**config.mk**
```make
export PLATFORM = sky130hd
export DESIGN_NAME = fifo_port_ctrl_flat
export DESIGN_NICKNAME = d
export VERILOG_FILES = /design/src/rtl/fifo_port_ctrl_if.sv /design/src/rtl/fifo_port_ctrl.sv /design/src/flat_wrapper.sv
export SDC_FILE = /design/constraint.sdc
export NUM_CORES = 1
export LEC_CHECK = 0
export CAP_MARGIN = 10
export CORE_MARGIN = 3
export CORE_UTILIZATION = 35
export CTS_BUF_LIST = sky130_fd_sc_hd__clkbuf_4
export CTS_CLUSTER_DIAMETER = 40
export DETAILED_ROUTE_END_ITERATION = 8
export PLACE_DENSITY_LB_ADDON = 0.2
export SYNTH_ARGS = -nofsm -noshare
export SYNTH_HDL_FRONTEND = slang
export SYNTH_SLANG_ARGS = --single-unit
```
**constraint.sdc**
```tcl
create_clock -name clk -period 2.4 [get_ports clk]
set_input_delay 0.48 -clock clk [delete_from_list [all_inputs] [get_ports clk]]
set_output_delay 0.48 -clock clk [all_outputs]
set_load 0.05 [all_outputs]
```
**src/rtl/fifo_port_ctrl_if.sv**
```systemverilog
// Handshake and FIFO-port bundle for fifo_port_ctrl.
// master = controller side, slave = producers/consumer/FIFO side.
interface fifo_port_ctrl_if #(
    parameter int DATA_WIDTH = 8
);
    logic                  p0_valid;
    logic [DATA_WIDTH-1:0] p0_data;
    logic                  p0_ready;
    logic                  p1_valid;
    logic [DATA_WIDTH-1:0] p1_data;
    logic                  p1_ready;
    logic                  c_valid;
    logic [DATA_WIDTH-1:0] c_data;
    logic                  c_ready;
    logic                  fifo_write;
    logic [DATA_WIDTH-1:0] fifo_data_in;
    logic                  fifo_full;
    logic                  fifo_read;
    logic [DATA_WIDTH-1:0] fifo_data_out;
    logic                  fifo_empty;

    modport master (
        input  p0_valid, p0_data,
        output p0_ready,
        input  p1_valid, p1_data,
        output p1_ready,
        output c_valid, c_data,
        input  c_ready,
        output fifo_write, fifo_data_in,
        input  fifo_full,
        output fifo_read,
        input  fifo_data_out, fifo_empty
    );

    modport slave (
        output p0_valid, p0_data,
        input  p0_ready,
        output p1_valid, p1_data,
        input  p1_ready,
        input  c_valid, c_data,
        output c_ready,
        input  fifo_write, fifo_data_in,
        output fifo_full,
        input  fifo_read,
        output fifo_data_out, fifo_empty
    );
endinterface

```
**src/rtl/fifo_port_ctrl.sv**
```systemverilog
// Two-producer round-robin FIFO writer plus a 3-state read sequencer
// feeding one valid/ready consumer, with saturating accept counters.
module fifo_port_ctrl #(
    parameter int DATA_WIDTH = 8,
    parameter int CNT_WIDTH  = 8
) (
    input  logic                 clk,
    input  logic                 rst,
    input  logic                 en,
    fifo_port_ctrl_if.master     bus,
    output logic                 last_grant,
    output logic [CNT_WIDTH-1:0] p0_cnt,
    output logic [CNT_WIDTH-1:0] p1_cnt
);

    typedef enum logic [1:0] {
        R_IDLE = 2'd0,
        R_CAP  = 2'd1,
        R_HOLD = 2'd2
    } rstate_t;

    rstate_t state, state_n;
    logic    allow;
    logic    gnt0;
    logic    gnt1;

    // On a tie the producer that did not win last time is served.
    always_comb begin
        allow = en & ~bus.fifo_full;
        gnt0  = allow & bus.p0_valid
              & (~bus.p1_valid | last_grant);
        gnt1  = allow & bus.p1_valid
              & (~bus.p0_valid | ~last_grant);
    end

    always_comb begin
        bus.p0_ready     = gnt0;
        bus.p1_ready     = gnt1;
        bus.fifo_write   = gnt0 | gnt1;
        bus.fifo_data_in = '0;
        unique case (1'b1)
            gnt0:    bus.fifo_data_in = bus.p0_data;
            gnt1:    bus.fifo_data_in = bus.p1_data;
            default: bus.fifo_data_in = '0;
        endcase
    end

    always_ff @(posedge clk or posedge rst) begin
        if (rst) begin
            last_grant <= 1'b1;
            p0_cnt     <= '0;
            p1_cnt     <= '0;
        end else begin
            if (gnt0) begin
                last_grant <= 1'b0;
                if (p0_cnt != '1)
                    p0_cnt <= p0_cnt + CNT_WIDTH'(1);
            end
            if (gnt1) begin
                last_grant <= 1'b1;
                if (p1_cnt != '1)
                    p1_cnt <= p1_cnt + CNT_WIDTH'(1);
            end
        end
    end

    always_comb begin
        state_n       = state;
        bus.fifo_read = 1'b0;
        unique case (state)
            R_IDLE: begin
                if (en && !bus.fifo_empty) begin
                    bus.fifo_read = 1'b1;
                    state_n       = R_CAP;
                end
            end
            R_CAP:   state_n = R_HOLD;
            R_HOLD: begin
                if (bus.c_ready)
                    state_n = R_IDLE;
            end
            default: state_n = R_IDLE;
        endcase
    end

    // FIFO output is registered, so capture happens one cycle after the pulse.
    always_ff @(posedge clk or posedge rst) begin
        if (rst) begin
            state       <= R_IDLE;
            bus.c_valid <= 1'b0;
            bus.c_data  <= '0;
        end else begin
            state <= state_n;
            if (state == R_CAP) begin
                bus.c_data  <= bus.fifo_data_out;
                bus.c_valid <= 1'b1;
            end else if (state == R_HOLD && bus.c_ready) begin
                bus.c_valid <= 1'b0;
            end
        end
    end

endmodule

```
**src/flat_wrapper.sv**
```systemverilog
// flat-port wrapper written by rule: the top's interface ports become plain ports
module fifo_port_ctrl_flat 
#(
    parameter int DATA_WIDTH = 8,
    parameter int CNT_WIDTH  = 8
)
  (clk, rst, en, last_grant, p0_cnt, p1_cnt, bus_p0_valid, bus_p0_data, bus_p0_ready, bus_p1_valid, bus_p1_data, bus_p1_ready, bus_c_valid, bus_c_data, bus_c_ready, bus_fifo_write, bus_fifo_data_in, bus_fifo_full, bus_fifo_read, bus_fifo_data_out, bus_fifo_empty);
  fifo_port_ctrl_if #(.DATA_WIDTH(DATA_WIDTH)) bus_i ();
  input  logic clk;
  input  logic rst;
  input  logic en;
  output logic last_grant;
  output logic [CNT_WIDTH-1:0] p0_cnt;
  output logic [CNT_WIDTH-1:0] p1_cnt;
  input wire logic [$bits(bus_i.p0_valid)-1:0] bus_p0_valid;
  input wire logic [$bits(bus_i.p0_data)-1:0] bus_p0_data;
  output wire logic [$bits(bus_i.p0_ready)-1:0] bus_p0_ready;
  input wire logic [$bits(bus_i.p1_valid)-1:0] bus_p1_valid;
  input wire logic [$bits(bus_i.p1_data)-1:0] bus_p1_data;
  output wire logic [$bits(bus_i.p1_ready)-1:0] bus_p1_ready;
  output wire logic [$bits(bus_i.c_valid)-1:0] bus_c_valid;
  output wire logic [$bits(bus_i.c_data)-1:0] bus_c_data;
  input wire logic [$bits(bus_i.c_ready)-1:0] bus_c_ready;
  output wire logic [$bits(bus_i.fifo_write)-1:0] bus_fifo_write;
  output wire logic [$bits(bus_i.fifo_data_in)-1:0] bus_fifo_data_in;
  input wire logic [$bits(bus_i.fifo_full)-1:0] bus_fifo_full;
  output wire logic [$bits(bus_i.fifo_read)-1:0] bus_fifo_read;
  input wire logic [$bits(bus_i.fifo_data_out)-1:0] bus_fifo_data_out;
  input wire logic [$bits(bus_i.fifo_empty)-1:0] bus_fifo_empty;
  assign bus_i.p0_valid = bus_p0_valid;
  assign bus_i.p0_data = bus_p0_data;
  assign bus_p0_ready = bus_i.p0_ready;
  assign bus_i.p1_valid = bus_p1_valid;
  assign bus_i.p1_data = bus_p1_data;
  assign bus_p1_ready = bus_i.p1_ready;
  assign bus_c_valid = bus_i.c_valid;
  assign bus_c_data = bus_i.c_data;
  assign bus_i.c_ready = bus_c_ready;
  assign bus_fifo_write = bus_i.fifo_write;
  assign bus_fifo_data_in = bus_i.fifo_data_in;
  assign bus_i.fifo_full = bus_fifo_full;
  assign bus_fifo_read = bus_i.fifo_read;
  assign bus_i.fifo_data_out = bus_fifo_data_out;
  assign bus_i.fifo_empty = bus_fifo_empty;
  fifo_port_ctrl #(.DATA_WIDTH(DATA_WIDTH), .CNT_WIDTH(CNT_WIDTH)) u_core (.clk(clk), .rst(rst), .en(en), .bus(bus_i), .last_grant(last_grant), .p0_cnt(p0_cnt), .p1_cnt(p1_cnt));
endmodule
```
==> metrics.yaml <==
status:
  status: "finished, final reports clean"
timing:
  rsz0062_at_grt: "false"
  hold_viol_final: 0
  final.setup_skew_ns: 0.00112
  fin_ws_ns: 0.0802
  relSlewSlack: 0.508
  slew_violations: 0
  worst_pin_slew_ns: 0.736
  min_period_over_period: 0.967
  setup_viol: 0
  min_period_ns: 2.32
  fmax_mhz: 431
  hold_ws_ns: 0.527
routing:
  wl_per_cell_um: 15.7
  dr.pass1.iters: 4
  drc: 0
  viasPerCell: 5.04
  drt_iter0_drc: 53
  vias: 1240
  final_antenna_net_count: 0
  wirelength_um: 3860
placement:
  dp_hpwl_um: 3060
  dp_slack_ns: -0.0259
  gp_congestion: 0.854
  io_buffers: 69
  dpl_cell_area_um2: 2300
hold_path:
  hold_class: "in -> async"
setup_path:
  cp_max_fo: 10
  r2r-end: "u_core.p0_cnt[1]"
  cp-start-kind: "input pin"
  r2r_cells: 5
  r2r_start: "u_core.last_grant"
  required_ns: 1.92
  crit_start: "en"
  critical_path_class: "in -> out"
  r2r_slack_ns: 0.72
  arrival_ns: 1.84
  endpoint_kind: "primary output"
cts:
  cts_hold_buf: 0
  cts_buffers: 3
  htree_levels: 1
  post_cts_buffers: 0
  cts_max_path_buffers: 2
  cts.sinks: 28
  clk_pin_slew_ns: 0.15
  cts_tree: "built"
  cts_root_buffer: "clkbuf_4"
  clk_latency_ns: 0.32
synthesis:
  yosysUniqueCellTypes: 35
  synth.yosys.warnings: 0
  netlist_area_um2: 1400
  yosysSeqAreaShare: 0.502
  ys_ff_latch: 28
  syn-num-nets: 157
  netlist_instances: 123
  avgSynthCellArea_um2: 11.4
grt:
  grt_antenna_before_repair: 0
  grt_pass1_wl_um: 6430
  grtUsageTotal: 0.162
  grt_pass1_vias: 1306
  grt-ovfl-total: 0
  grt_start_max_net_pins: 29
floorplanning:
  die_area_um2: 4790
  fp.dieW_um: 69.2
  start_util: 0.374
  core_um2: 3740
  die_y_um: 69.2
  rows: 22
  num_io_pins: 70
layout:
  drive_gt1_frac: 0.227
  finalInstanceArea_um2: 2350
  diodes: 0
  syn_to_final_growth_pct: 68.3
  final_cell_mix: "clkdlybuf4s50_1, dfrtp_1, mux2_2, buf_12"
  finalNetCount: 233
  layout_commonest_cell: "clkdlybuf4s50_1"
run:
  cap_viol_max_count: 0
power:
  pwr_density_cell_nw_per_um2: 948
  p_leak_uw: 0.00102
  ir_drop_uv: 635
timing repair:
| item | in CTS | in global routing |
|---|---|---|
| resized for setup | 2 | 2 |
| endpoints found under the setup margin | 9 | 6 |
| endpoints found under the hold margin | 0 | 0 |
worst max-delay path, stage by stage:
cell and delay (ns):
clkdlybuf4s50_1 0.50, nor2b_4 0.15, buf_4 0.12, nand3_2 0.10, clkinv_4 0.12, a22o_1 0.20
buf_12 0.15
report_power, final:
| part | internal [uW] | switching (uW) | total (uW) |
|---|---|---|---|
| Clock | 169 | 139 | 308 |
| Sequential | 610 | 139 | 749 |
| Combinational | 454 | 721 | 1180 |
worst max path at each step:
| stage | endpoint | cells past startpoint | slack, ns |
|---|---|---|---|
| 3_3_place_gp | bus_fifo_data_in[3] | 5 | 0.03 |
| 5_1_grt | bus_fifo_data_in[7] | 7 | 0.01 |
| 4_1_cts | bus_fifo_data_in[7] | 7 | 0.05 |
| 2_1_floorplan | bus_fifo_data_in[0] | 5 | 0.04 |
| 3_5_place_dp | bus_fifo_data_in[7] | 5 | -0.03 |
| 6_report | bus_fifo_data_in[7] | 7 | 0.08 |
metal layers:
layer / track usage / vias to the layer above / share of wire
met4: 0.0456 / 0 / 0.0044
li1: - / 594 / -
met5: 0 / - / 0
met3: 0.0217 / 2 / 0.027
met2: 0.297 / 26 / 0.56
met1: 0.198 / 618 / 0.40
per-stage QoR:
stage | util | cells | setup TNS (ns) | total power (uW)
finish | 0.629 | 246 | 0 | 2230
floorplan | - | 123 | 0 | 1470
global placement | 0.613 | 242 | 0 | 1900
detailed placement | 0.613 | 242 | -0.0622 | 1940
global route | 0.629 | 246 | 0 | 2350
CTS | 0.628 | 246 | 0 | 2260
cell families after synthesis:
group / share of synthesized area
flip-flops: 0.502
AND/OR/NAND/NOR: 0.191
AO/OA/AOI/OAI: 0.106
adder cells (fa/ha/maj): 0.0179
multiplexers: 0.132
XOR/XNOR: 0.0188
buffers and inverters: 0.0313
registers in the layout, summed over array words and instances, names as in the netlist:
register            count
u_core.p0_cnt           8
u_core.bus.c_valid      1
u_core.p1_cnt           8
u_core.state            2
u_core.bus.c_data       8
u_core.last_grant       1
synthesized netlist by cell type:
cell type / count / area [um2]
ha_1: 2 / 25.0
nor2b_4: 1 / 13.8
mux2_2: 12 / 135
nor3b_1: 1 / 7.51
nor2_1: 4 / 15.0
a22o_1: 8 / 70.1
xor2_1: 2 / 17.5
and3_1: 5 / 31.3
a21o_1: 1 / 7.51
mux2i_1: 2 / 20.0
or2_2: 1 / 6.26
nor3_1: 1 / 5.00
buf_2: 2 / 10.0
a21oi_1: 8 / 40.0
o21ai_0: 2 / 10.0
nand3_2: 2 / 20.0
and2_1: 1 / 6.26
inv_2: 1 / 3.75
and4_1: 4 / 35.0
nand2_2: 1 / 6.26
nand4_1: 3 / 18.8
dfstp_2: 1 / 26.3
nand2b_1: 5 / 31.3
buf_4: 2 / 15.0
dfrtp_1: 27 / 676
nor2b_1: 1 / 6.26
a211oi_1: 1 / 7.51
nor4b_1: 2 / 17.5
xnor2_1: 1 / 8.76
nand2_1: 6 / 22.5
mux2_4: 2 / 30.0
a31oi_1: 1 / 6.26
nand3_1: 5 / 25.0
o21a_1: 1 / 7.51
inv_1: 4 / 15.0
layout make-up:
cell class / instances / area (um2)
fill: 322 / 1390
inverter: 5 / 23.8
timing repair buffer: 75 / 856
sequential: 28 / 702
multi-input combinational: 86 / 661
clock buffer: 3 / 22.5
tap: 48 / 60.1
clock inverter: 1 / 30.0
No activity file was read; power rests on OpenSTA's default activity.
==> variant, RTL diff (same flow settings) <==
Re-encode `rstate_t` (3 states) as one-hot, 3 bits wide.
--- a/src/rtl/fifo_port_ctrl.sv
+++ b/src/rtl/fifo_port_ctrl.sv
@@ -13,10 +13,10 @@
     output logic [CNT_WIDTH-1:0] p1_cnt
 );
 
-    typedef enum logic [1:0] {
-        R_IDLE = 2'd0,
-        R_CAP  = 2'd1,
-        R_HOLD = 2'd2
+    typedef enum logic [2:0] {
+        R_IDLE = 3'b001,
+        R_CAP  = 3'b010,
+        R_HOLD = 3'b100
     } rstate_t;
 
     rstate_t state, state_n;
Check against the original RTL: same outputs for any inputs over 10 cycles, from zero or initial values and one cycle with rst high; not proved beyond that.
==> variant against the unedited design <==
Clock power is 26% higher; global-route usage is 0.75 points lower; total power is 1.7% higher; register-to-register slack worse by 40 ps; sequential power is 0.9% higher; die area is 2.0% higher; routed wire length is 8.8% lower; hold slack worse by 33 ps; sequential share of layout area is 0.63 points higher; worst setup slack better by 36 ps; combinational power is 4% lower; synthesized area is 2.2% higher; design area is 1.6% higher; sequential cell count is 1 higher; highest routed layer unchanged.
==> variant: results (changes against the unedited design) <==
Synth cell types=31 (was 35); Synth Area in XOR/XNOR=3.06% (was 1.88%); top cells by count, synth=dfrtp_1 (27), nor2_1 (12), mux2_1 (9) (was dfrtp_1 (27), mux2_2 (12), a21oi_1 (8), a22o_1 (8), nand2_1 (6)); clk_lat worst skew=320 ps (about the same); Max Root-Sink Buffers=2 (unchanged); GRT Util Overall=15.5% (was 16.2%); Post-Synthesis Net Count=164 (was 157); CP arrival=1800 ps (was 1840 ps); Worst-path clk slew=90 ps (was 150 ps); synthesized-area fraction occupied by adder cells=1.75% (was 1.79%); multiplexer share of the synthesized area=12.6% (was 13.2%); global placer's final weighted congestion=0.722 (was 0.854); share of layout cells above drive strength 1=17.4% (was 22.7%); Mapped Cells=130 (was 123); Avg WL per Cell=13.8 microns (was 15.7 microns); largest cells by area after synthesis=dfrtp_1 (47%), mux2_1 (7.1%), mux2_2 (5.5%) (was dfrtp_1 (48%), mux2_2 (9.7%), a22o_1 (5.0%)); hold path depth=1; area fraction in compound gates after synthesis=9.89% (was 10.6%); vias per cell=5.01 (was 5.04); Yosys top cell area share=47.2% (was 48.3%); skew final=7.10 ps (was 1.12 ps); first-pass GRT wire length=6130 microns (was 6430 microns); Comb power frac=49.7% (was 52.7%); clock network power share=17.1% (was 13.8%); Final Instance Count excl. Fillers=255 (was 246); post-synthesis sequential area ratio=50.9% (was 50.2%); most common flop cell mapped by yosys=dfrtp_1 (unchanged); Post-Place Cells=247 (was 242); worst hold-check path type=reg -> reg (was in -> async); Post-CTS Setup Bufs=0 (unchanged); P_int=0.00127 W (was 0.00123 W); outcome=finished clean (unchanged); clk pwr=0.000387 W (was 0.000308 W); worst reg2reg endpoint=u_core.p0_cnt[6]$_DFFE_PP0P_ (was u_core.p0_cnt[1]$_DFFE_PP0P_); Num CTS Buffers=5 (was 3); largest net degree at the start of global routing=30 (was 29); initial drt markers=39 (was 53); DP HPWL=2830 microns (was 3060 microns); number of global-route vias before repair=1321 (was 1306); Reg2Reg Setup Slack=680 ps (was 720 ps); Worst Path Max Fanout=9 (was 10); r2r worst-path depth=6 (was 5); clk root buf=clkbuf_4 (unchanged); H-tree depth=2 (was 1); LEAKAGE=1.03 nW (was 1.02 nW); nets=240 (was 233); relative slew slack=63.7% (was 50.8%); Max VDD drop=0.570 mV (was 0.635 mV)
==> variant: changes by cell type in the layout (fill, tap and decap cells not counted), sizes merged, moves of 2 or more <==
| cell | delta |
|---|---|
| nor2 | +8 |
| a21oi | -4 |
| and3 | -2 |
| and4 | -2 |
| and4b | +2 |
| buf | -2 |
| clkbuf | +2 |
| mux2 | +2 |
| mux2i | -2 |
| nor4b | -2 |
| o21ai | +2 |
==> variant: worst max-delay path by stage <==
| stage | from | end | slack, ps | cells past startpoint |
|---|---|---|---|---|
| after floorplan | u_core.last_grant$_DFFE_PP1P_ | bus_fifo_data_in[0] | 30 | 5 |
| after global routing | en | bus_fifo_data_in[2] | 9 | 6 |
| after detailed placement | en | bus_fifo_data_in[4] | -30 | 5 |
| after CTS | en | bus_fifo_data_in[3] | 60 | 5 |
| final | en | bus_fifo_data_in[4] | 120 | 6 |
| after global placement | en | bus_fifo_data_in[0] | -3 | 5 |
==> variant: layout make-up <==
| class | instances | area (sq um) |
|---|---|---|
| clock buffers | 5 | 37.5 |
| multi-input cells | 92 | 666 |
| fillers | 313 | 1410 |
| inverters | 5 | 18.8 |
| flip-flops and latches | 29 | 728 |
| clock inverters | 3 | 41.3 |
| well taps | 48 | 60.1 |
| repair buffers | 73 | 841 |
==> variant: kinds of logic (layout without fill, tap and decap cells) <==
family / Yosys count / after routing
xor gates and xnor gates: 5 / 5
and+or+nand+nor: 49 / 49
AOI/OAI and AO/OA: 20 / 20
muxes: 16 / 16
DFF: 29 / 29
buffers and inverters: 9 / 86
adders and majority gates: 2 / 2
==> variant: metal layers <==
layer / wire length (microns) / vias to the layer above / global-route usage, %
li1: - / 622 / -
met1: 1420 / 596 / 17.4
met2: 1740 / 56 / 26.7
met3: 328 / 4 / 6.62
met4: 29 / 0 / 4.47
met5: 0 / - / 0
==> variant: repair_timing <==
action,4_1_cts,5_1_grt
pin swaps,0,0
setup endpoints to repair,10,7
gates resized for setup,1,1
==> variant: stage by stage <==
| stage | area (sq um) | setup slack, ps | TNS (ps) | utilization, % | hold WS [ps] |
|---|---|---|---|---|---|
| 6_report | 2390 | 117 | 0 | 63.0 | 494 |
| 3_3_place_gp | 2310 | -3.44 | -6.76 | 60.8 | 467 |
| 4_1_cts | 2390 | 61.2 | 0 | 62.9 | 502 |
| 2_1_floorplan | 1430 | 26.4 | 0 | - | 519 |
| 5_1_grt | 2390 | 9.42 | 0 | 63.0 | 520 |
| 3_5_place_dp | 2310 | -33.0 | -179 | 60.8 | 479 |
==> variant: worst max-delay path, cell delays in order <==
cell and delay (ps):
clkdlybuf4s50_1 510, nor2b_4 190, nand3_1 120, inv_2 160
a22o_1 200, buf_12 150
